## src/rtl/mem_bus_arbiter_if.sv

```systemverilog
// Memory bus between the arbiter (master) and the memory controller (slave).
// One-cycle start pulse out, one-cycle done pulse with read data back.
interface mem_bus_arbiter_if;
   logic [26:0] addr;
   logic [31:0] data;
   logic        we;
   logic        start;
   logic [31:0] q;
   logic        done;

   modport master (output addr, output data, output we, output start,
                   input q, input done);
   modport slave  (input addr, input data, input we, input start,
                   output q, output done);
endinterface

```

## src/rtl/mem_bus_arbiter.sv

```systemverilog
// Two-requester (A = CPU, B = DMA/GPU) arbiter onto a single memory bus.
// Fixed A-first priority by default; define ARB_ROUND_ROBIN_EN for round-robin.
module mem_bus_arbiter (
   input  logic                    clk,
   input  logic                    reset,
   input  logic [26:0]             a_addr,
   input  logic [31:0]             a_data,
   input  logic                    a_we,
   input  logic                    a_start,
   output logic [31:0]             a_q,
   output logic                    a_done,
   input  logic [26:0]             b_addr,
   input  logic [31:0]             b_data,
   input  logic                    b_we,
   input  logic                    b_start,
   output logic [31:0]             b_q,
   output logic                    b_done,
   mem_bus_arbiter_if.master       bus
);

   typedef enum logic [1:0] {IDLE, ISSUE, WAIT} state_t;

   state_t      state, state_nx;
   logic        pend_a, pend_b;
   logic [26:0] pa_addr, pb_addr;
   logic [31:0] pa_data, pb_data;
   logic        pa_we, pb_we;
   logic        owner;          // 0 = A, 1 = B
   logic        grant, grant_b;
   logic        complete;
   logic        busy_a, busy_b;

`ifdef ARB_ROUND_ROBIN_EN
   logic        last_b;
`endif

   always_ff @(posedge clk) begin
      if (reset) state <= IDLE;
      else       state <= state_nx;
   end

   always_comb begin
      state_nx = state;
      grant    = 1'b0;
      grant_b  = 1'b0;
      case (state)
         IDLE: begin
            if (pend_a | pend_b) begin
               grant = 1'b1;
`ifdef ARB_ROUND_ROBIN_EN
               grant_b = pend_b & (~pend_a | ~last_b);
`else
               grant_b = ~pend_a;
`endif
               state_nx = ISSUE;
            end
         end
         ISSUE:   state_nx = WAIT;
         WAIT:    if (bus.done) state_nx = IDLE;
         default: state_nx = IDLE;
      endcase
   end

   assign bus.start = (state == ISSUE);
   assign complete  = (state == WAIT) & bus.done;
   assign busy_a    = (state != IDLE) & ~owner;
   assign busy_b    = (state != IDLE) &  owner;

   always_ff @(posedge clk) begin
      if (reset) begin
         pend_a   <= 1'b0;
         pend_b   <= 1'b0;
         pa_addr  <= '0;
         pa_data  <= '0;
         pa_we    <= 1'b0;
         pb_addr  <= '0;
         pb_data  <= '0;
         pb_we    <= 1'b0;
         owner    <= 1'b0;
         bus.addr <= '0;
         bus.data <= '0;
         bus.we   <= 1'b0;
         a_q      <= '0;
         b_q      <= '0;
         a_done   <= 1'b0;
         b_done   <= 1'b0;
      end else begin
         a_done <= complete & ~owner;
         b_done <= complete &  owner;
         if (complete) begin
            if (owner) b_q <= bus.q;
            else       a_q <= bus.q;
         end

         // A pending grant clears only a set pend_x, and capture needs it clear,
         // so the two branches can never collide on the same edge.
         if (a_start & ~pend_a & ~busy_a) begin
            pend_a  <= 1'b1;
            pa_addr <= a_addr;
            pa_data <= a_data;
            pa_we   <= a_we;
         end else if (grant & ~grant_b) begin
            pend_a <= 1'b0;
         end

         if (b_start & ~pend_b & ~busy_b) begin
            pend_b  <= 1'b1;
            pb_addr <= b_addr;
            pb_data <= b_data;
            pb_we   <= b_we;
         end else if (grant & grant_b) begin
            pend_b <= 1'b0;
         end

         if (grant) begin
            owner    <= grant_b;
            bus.addr <= grant_b ? pb_addr : pa_addr;
            bus.data <= grant_b ? pb_data : pa_data;
            bus.we   <= grant_b ? pb_we   : pa_we;
         end
      end
   end

`ifdef ARB_ROUND_ROBIN_EN
   always_ff @(posedge clk) begin
      if (reset)      last_b <= 1'b1;
      else if (grant) last_b <= grant_b;
   end
`endif

endmodule

```

## src/flat_wrapper.sv

```systemverilog
// flat-port wrapper written by rule: the top's interface ports become plain ports
module mem_bus_arbiter_flat 
  (clk, reset, a_addr, a_data, a_we, a_start, a_q, a_done, b_addr, b_data, b_we, b_start, b_q, b_done, bus_addr, bus_data, bus_we, bus_start, bus_q, bus_done);
  mem_bus_arbiter_if bus_i ();
  input  logic clk;
  input  logic reset;
  input  logic [26:0] a_addr;
  input  logic [31:0] a_data;
  input  logic a_we;
  input  logic a_start;
  output logic [31:0] a_q;
  output logic a_done;
  input  logic [26:0] b_addr;
  input  logic [31:0] b_data;
  input  logic b_we;
  input  logic b_start;
  output logic [31:0] b_q;
  output logic b_done;
  output wire logic [$bits(bus_i.addr)-1:0] bus_addr;
  output wire logic [$bits(bus_i.data)-1:0] bus_data;
  output wire logic [$bits(bus_i.we)-1:0] bus_we;
  output wire logic [$bits(bus_i.start)-1:0] bus_start;
  input wire logic [$bits(bus_i.q)-1:0] bus_q;
  input wire logic [$bits(bus_i.done)-1:0] bus_done;
  assign bus_addr = bus_i.addr;
  assign bus_data = bus_i.data;
  assign bus_we = bus_i.we;
  assign bus_start = bus_i.start;
  assign bus_i.q = bus_q;
  assign bus_i.done = bus_done;
  mem_bus_arbiter u_core (.clk(clk), .reset(reset), .a_addr(a_addr), .a_data(a_data), .a_we(a_we), .a_start(a_start), .a_q(a_q), .a_done(a_done), .b_addr(b_addr), .b_data(b_data), .b_we(b_we), .b_start(b_start), .b_q(b_q), .b_done(b_done), .bus(bus_i));
endmodule
```

## config.mk

```make
export PLATFORM = sky130hd
export DESIGN_NAME = mem_bus_arbiter_flat
export DESIGN_NICKNAME = d
export VERILOG_FILES = /design/src/rtl/mem_bus_arbiter_if.sv /design/src/rtl/mem_bus_arbiter.sv /design/src/flat_wrapper.sv
export SDC_FILE = /design/constraint.sdc
export NUM_CORES = 1
export LEC_CHECK = 0
export BUFFER_PORTS_ARGS = -buffer_cell sky130_fd_sc_hd__buf_2
export CAP_MARGIN = 40
export CORE_ASPECT_RATIO = 1.5
export CORE_MARGIN = 2
export CORE_UTILIZATION = 53
export CTS_CLUSTER_DIAMETER = 150
export DETAILED_ROUTE_END_ITERATION = 10
export PLACE_DENSITY = 0.9
export SYNTH_ARGS = -nofsm -noshare
export SYNTH_HDL_FRONTEND = slang
export SYNTH_SLANG_ARGS = --single-unit
```

## constraint.sdc

```tcl
create_clock -name clk -period 1.7 [get_ports clk]
set_input_delay 0.255 -clock clk [delete_from_list [all_inputs] [get_ports clk]]
set_output_delay 0.255 -clock clk [all_outputs]
set_load 0.05 [all_outputs]
```

# Yosys cells after proc, flatten, opt, wreduce, memory -nomap -nowiden
# Index checks and enable logic that the tools add are counted.
# W data, S select, Z words.
# totals
reg_bits,251
output_inout_bits,127
# op_classes
n_eq_ne,4
n_mux,14
bitwise,18
n_reduce_logical,7
# op_table
cell,count
$mux W32,1
$mux W27,1
$and A1 B1 Y1,11
$mux W1,9
$not A1 Y1,6
$pmux W2 S3,1
$reduce_and A2 Y1,3
$reduce_bool A2 Y1,3
$mux W2,2
$eq A2 B1 Y1 const B,1
$eq A2 B2 Y1 const B,1
$logic_not A2 Y1,1
$ne A2 B1 Y1 const B,1
$ne A2 B2 Y1 const B,1
$or A1 B1 Y1,1

# Logic depth before layout (Yosys ltp)
# logic_depth
depth_word,7
depth_mapped,6
ltp_nobuf,3

# Least setup slack after synthesis
# OpenSTA, ideal clock, no wires.
# synth_path
kind,reg2reg
startpoint,register u_core.state[0]
endpoint,register u_core.state[1]
arrival_time_ns,1.632
t_required_ns,1.634
path_slack_ns,0.002
stages_incl_launch_ff,6
n_path_buf,2
period_less_slack_ns,1.698
cell_sequence,dfxtp_1 -> buf_4 -> buf_2 -> nor2b_1 -> nor2_1 -> nor2_1
# synth_via
word_cells_on_any_way,7
cone_classes,eq/ne: 4; mux: 1; reduce/logical: 2
# synth_rtl
element,line,text
start: declaration,mem_bus_arbiter.sv:23,"state_t state, state_nx;"
start signal: assignment,mem_bus_arbiter.sv:39,else state <= state_nx;
$eq A2 B1 Y1,--,
via bus_start,flat_wrapper.sv:22,output wire logic [$bits(bus_i.start)-1:0] bus_start;
$pmux W2 S3,mem_bus_arbiter.sv:46,case (state)
# The timed path passes the listed nets, and every way through them passes these cells.
# A chain may end at the register's enable or synchronous reset.

# Final worst setup path
# layout_path
startpoint,register u_core.state[1]
endpoint,output bus_start
# layout_via
elab_chain_cells,1
# layout_lines
element,line,text
$eq A2 B1 Y1,mem_bus_arbiter.sv:64,assign bus.start = (state == ISSUE);
end: declaration,flat_wrapper.sv:22,
# No other way between the ends.

==> flow_summary_export.csv <==
group,metric,value,unit
floorplanning,die_w,122,um
critical_path,worstSetupPathType,"reg2out",
synthesis,synth_seq_area_share,45.7,%
global_routing,grt_overflow,0,
pwr,power.density,1030,nW/um^2
detailed_routing,drcViolationCount,0,
critical_path,r2r_setup_slack,0.22,ns
synthesis,ys_seq_elements,251,
sta,tns,0,ns
synthesis,synthDistinctLibCells,38,
placed_design,pre_cts_ws,0.150,ns
floorplanning,core_area,20400,sq um
placed_design,io_buffers,283,
placed_design,dpl.hpwl,20.7,mm
synthesis,ys.flop_type,"dfxtp_1",
clocking,clock-root-buffer,"clkbuf_16",
floorplanning,num_io_pins,284,
clocking,post-cts-setup-buffer-count,0,
global_routing,grt_max_degree,136,
global_routing,grt.total_usage,26.7,%
flow_run,cap_violations,0,
clocking,cts_made_buffers,23,
layout,fill_cells,1583,
layout,nets,1587,
critical_path,cp.arrival,1.38,ns
worst_hold_path,hp-class,"in2reg",
floorplanning,start_util,53.9,%
placed_design,dpl.cell_count,1655,
critical_path,rr_startpoint,"u_core.state[1]",
sta,maxSlewViolCount,0,
critical_path,cp-end-kind,"primary output",
pwr,leakagePower,5.68,nW
synthesis,syn_area,11000,sq um
critical_path,worstPathRequired,1.44,ns
detailed_routing,vias,9594,
sta,slew_headroom,41.7,%
floorplanning,die_area,21900,sq um
synthesis,syn_inst,1183,
sta,hold-worst-slack,0.0125,ns
clocking,cts_num_sinks,251,
pwr,fin_total_pwr,13.9,mW
detailed_routing,route.final.wire_length,30.4,mm
clocking,htree_num_levels,1,
detailed_routing,dr.pass1.iters,5,
placed_design,place.gp.congestion,0.828,
sta,fin_skew,0.00819,ns
clocking,clk_path_buf_depth,3,
layout,layoutNonFillerInstCount,1710,
clocking,insertion_delay,0.50,ns
global_routing,grt_pass1_vias,9463,
clocking,path_clk_slew,0.07,ns
critical_path,cp-startpoint,"u_core.state[1]",
sta,final_hold_viol_count,0,
critical_path,rr_worst_depth,4,
critical_path,worstPathMaxFanout,14,
layout,area_delta_synth_final,23.2,%
sta,rsz0062_at_grt,"false",
floorplanning,fp.dieH,180,um
synthesis,async_reset_ff_share,0,%
synthesis,avgSynthCellArea,9.30,sq um
pwr,vdd_ir_drop_max,0.840,mV
sta,worst_pin_slew,0.875,ns
synthesis,synth-edff-count,0,
global_routing,antenna_found_initial,3,
sta,fin_crit,1.63,ns
detailed_routing,via_per_inst,5.61,
synthesis,syn_nets,1340,
sta,min_period_over_period,95.9,%
detailed_routing,drt-initial-drc-count,643,
synthesis,ys_warn_count,0,
worst_hold_path,holdPathStages,3,
detailed_routing,ant_nets,0,
critical_path,r2r-end,"u_core.pa_data[7]",
critical_path,worstSetupEndpoint,"bus_start",
global_routing,grt_pass1_wl,47.6,mm
clocking,cts_tree,"yes",
critical_path,startpoint_type,"register",
detailed_routing,wire_per_inst,17.8,um
layout,drive_gt1_share,26.3,%
sta,setup_viol,0,
sta,timing.fmax,0.613,GHz
run_status,outcome,"complete, no violations",
sta,fin_ws,0.0695,ns
floorplanning,rows,64,
## cell usage after synthesis, types with 2 or more instances
cell,instances,share of area (%)
o2bb2ai_1,5,0.40
nor2b_1,41,2.3
o21a_1,39,2.7
buf_2,45,2.0
a21oi_1,65,3.0
o21ba_2,2,0.18
clkbuf_1,50,1.7
mux2i_1,120,11
buf_4,7,0.48
buf_6,12,1.2
o22ai_1,39,2.2
nand2_1,128,4.4
a31oi_1,78,4.4
o2bb2ai_2,10,1.4
a221o_1,6,0.55
a22oi_1,15,1.0
nand2b_1,240,14
and3_1,6,0.34
nor2_1,6,0.20
dfxtp_1,251,46
## per-stage QoR
step | util (%) | area [sq um]
4_1_cts | 66.3 | 13500
6_report | 66.4 | 13500
2_1_floorplan | - | 11000
5_1_grt | 66.4 | 13500
3_3_place_gp | 62.0 | 12700
3_5_place_dp | 62.0 | 12700
## layer usage
layer | share of wire [%] | GRT usage (%)
met1 | 37 | 29.3
met2 | 51 | 48.1
met3 | 6.1 | 4.34
met4 | 5.3 | 14.9
met5 | 0 | 0
## worst min path at each step
stage	startpoint	to	slack [ns]
after floorplan	bus_q[27]	u_core.a_q[27]	0.39
after global placement	u_core.b_q[1]	u_core.b_q[1]	0.44
after detailed placement	u_core.a_q[27]	u_core.a_q[27]	0.44
after CTS	bus_q[15]	u_core.a_q[15]	0.001
after global routing	bus_q[15]	u_core.a_q[15]	0.006
final	bus_q[22]	u_core.b_q[22]	0.01
## registers in the layout (all words and copies together) (netlist names), 2 cells and up
| register | cells |
|---|---|
| u_core.a_q | 32 |
| u_core.b_q | 32 |
| u_core.bus.addr | 27 |
| u_core.bus.data | 32 |
| u_core.pa_addr | 27 |
| u_core.pa_data | 32 |
| u_core.pb_addr | 27 |
| u_core.pb_data | 32 |
| u_core.state | 2 |
## final cells by class
cell class	instances	area [sq um]	area share (%)
multi-input combinational	817	5410	39.9
clock buffer	30	622	4.59
timing repair buffer	336	2050	15.1
sequential	251	5030	37.1
inverter	1	3.75	0.0277
tap	264	330	2.44
antenna	3	7.51	0.0554
clock inverter	8	95.1	0.702
## power breakdown
group	internal (mW)	total [mW]	switching [mW]
clock network	2.87	5.06	2.19
logic	0.932	2.40	1.47
registers	6.24	6.49	0.245
total	10.0	13.9	3.90
## timing repair
action                                  CTS  global route
pin swaps                                 0             0
endpoints found under the setup margin    1             1
hold buffers                             14             0
hold endpoints to repair                 21             0
cloned                                    0             0
resized for setup                         4             3
## cells in the final DEF, fill, tap and decap left out, drive strengths merged, types with 2 or more instances in the layout
cell           n
a21oi         66
a221o          6
a22oi         15
a31oi         78
and2           2
and3           6
buf          321
bufinv         2
clkbuf        31
clkinv         4
clkinvlp       2
dfxtp        251
diode          3
dlygate4sd3   14
mux2i        120
nand2        128
nand2b       240
nor2           6
nor2b         41
o21a          39
o21ba          2
o22ai         39
o2bb2ai       15
or2            2
## logic make-up (layout without fill, tap and decap cells)
kind of cell    after synthesis  in the layout  share of synthesized area [%]
simple gates                433            433                           21.7
compound gates              264            264                           16.1
buf+inv                     115            375                           5.50
other cells                   0              3                              0
mux                         120            120                           10.9
flops                       251            251                           45.7
## worst max-delay path: stages (launching register included)
cell     delay (ns)
dfxtp_2        0.38
buf_6          0.17
nor2b_4        0.16
buf_8          0.16
No activity file was read; power rests on OpenSTA's default activity.
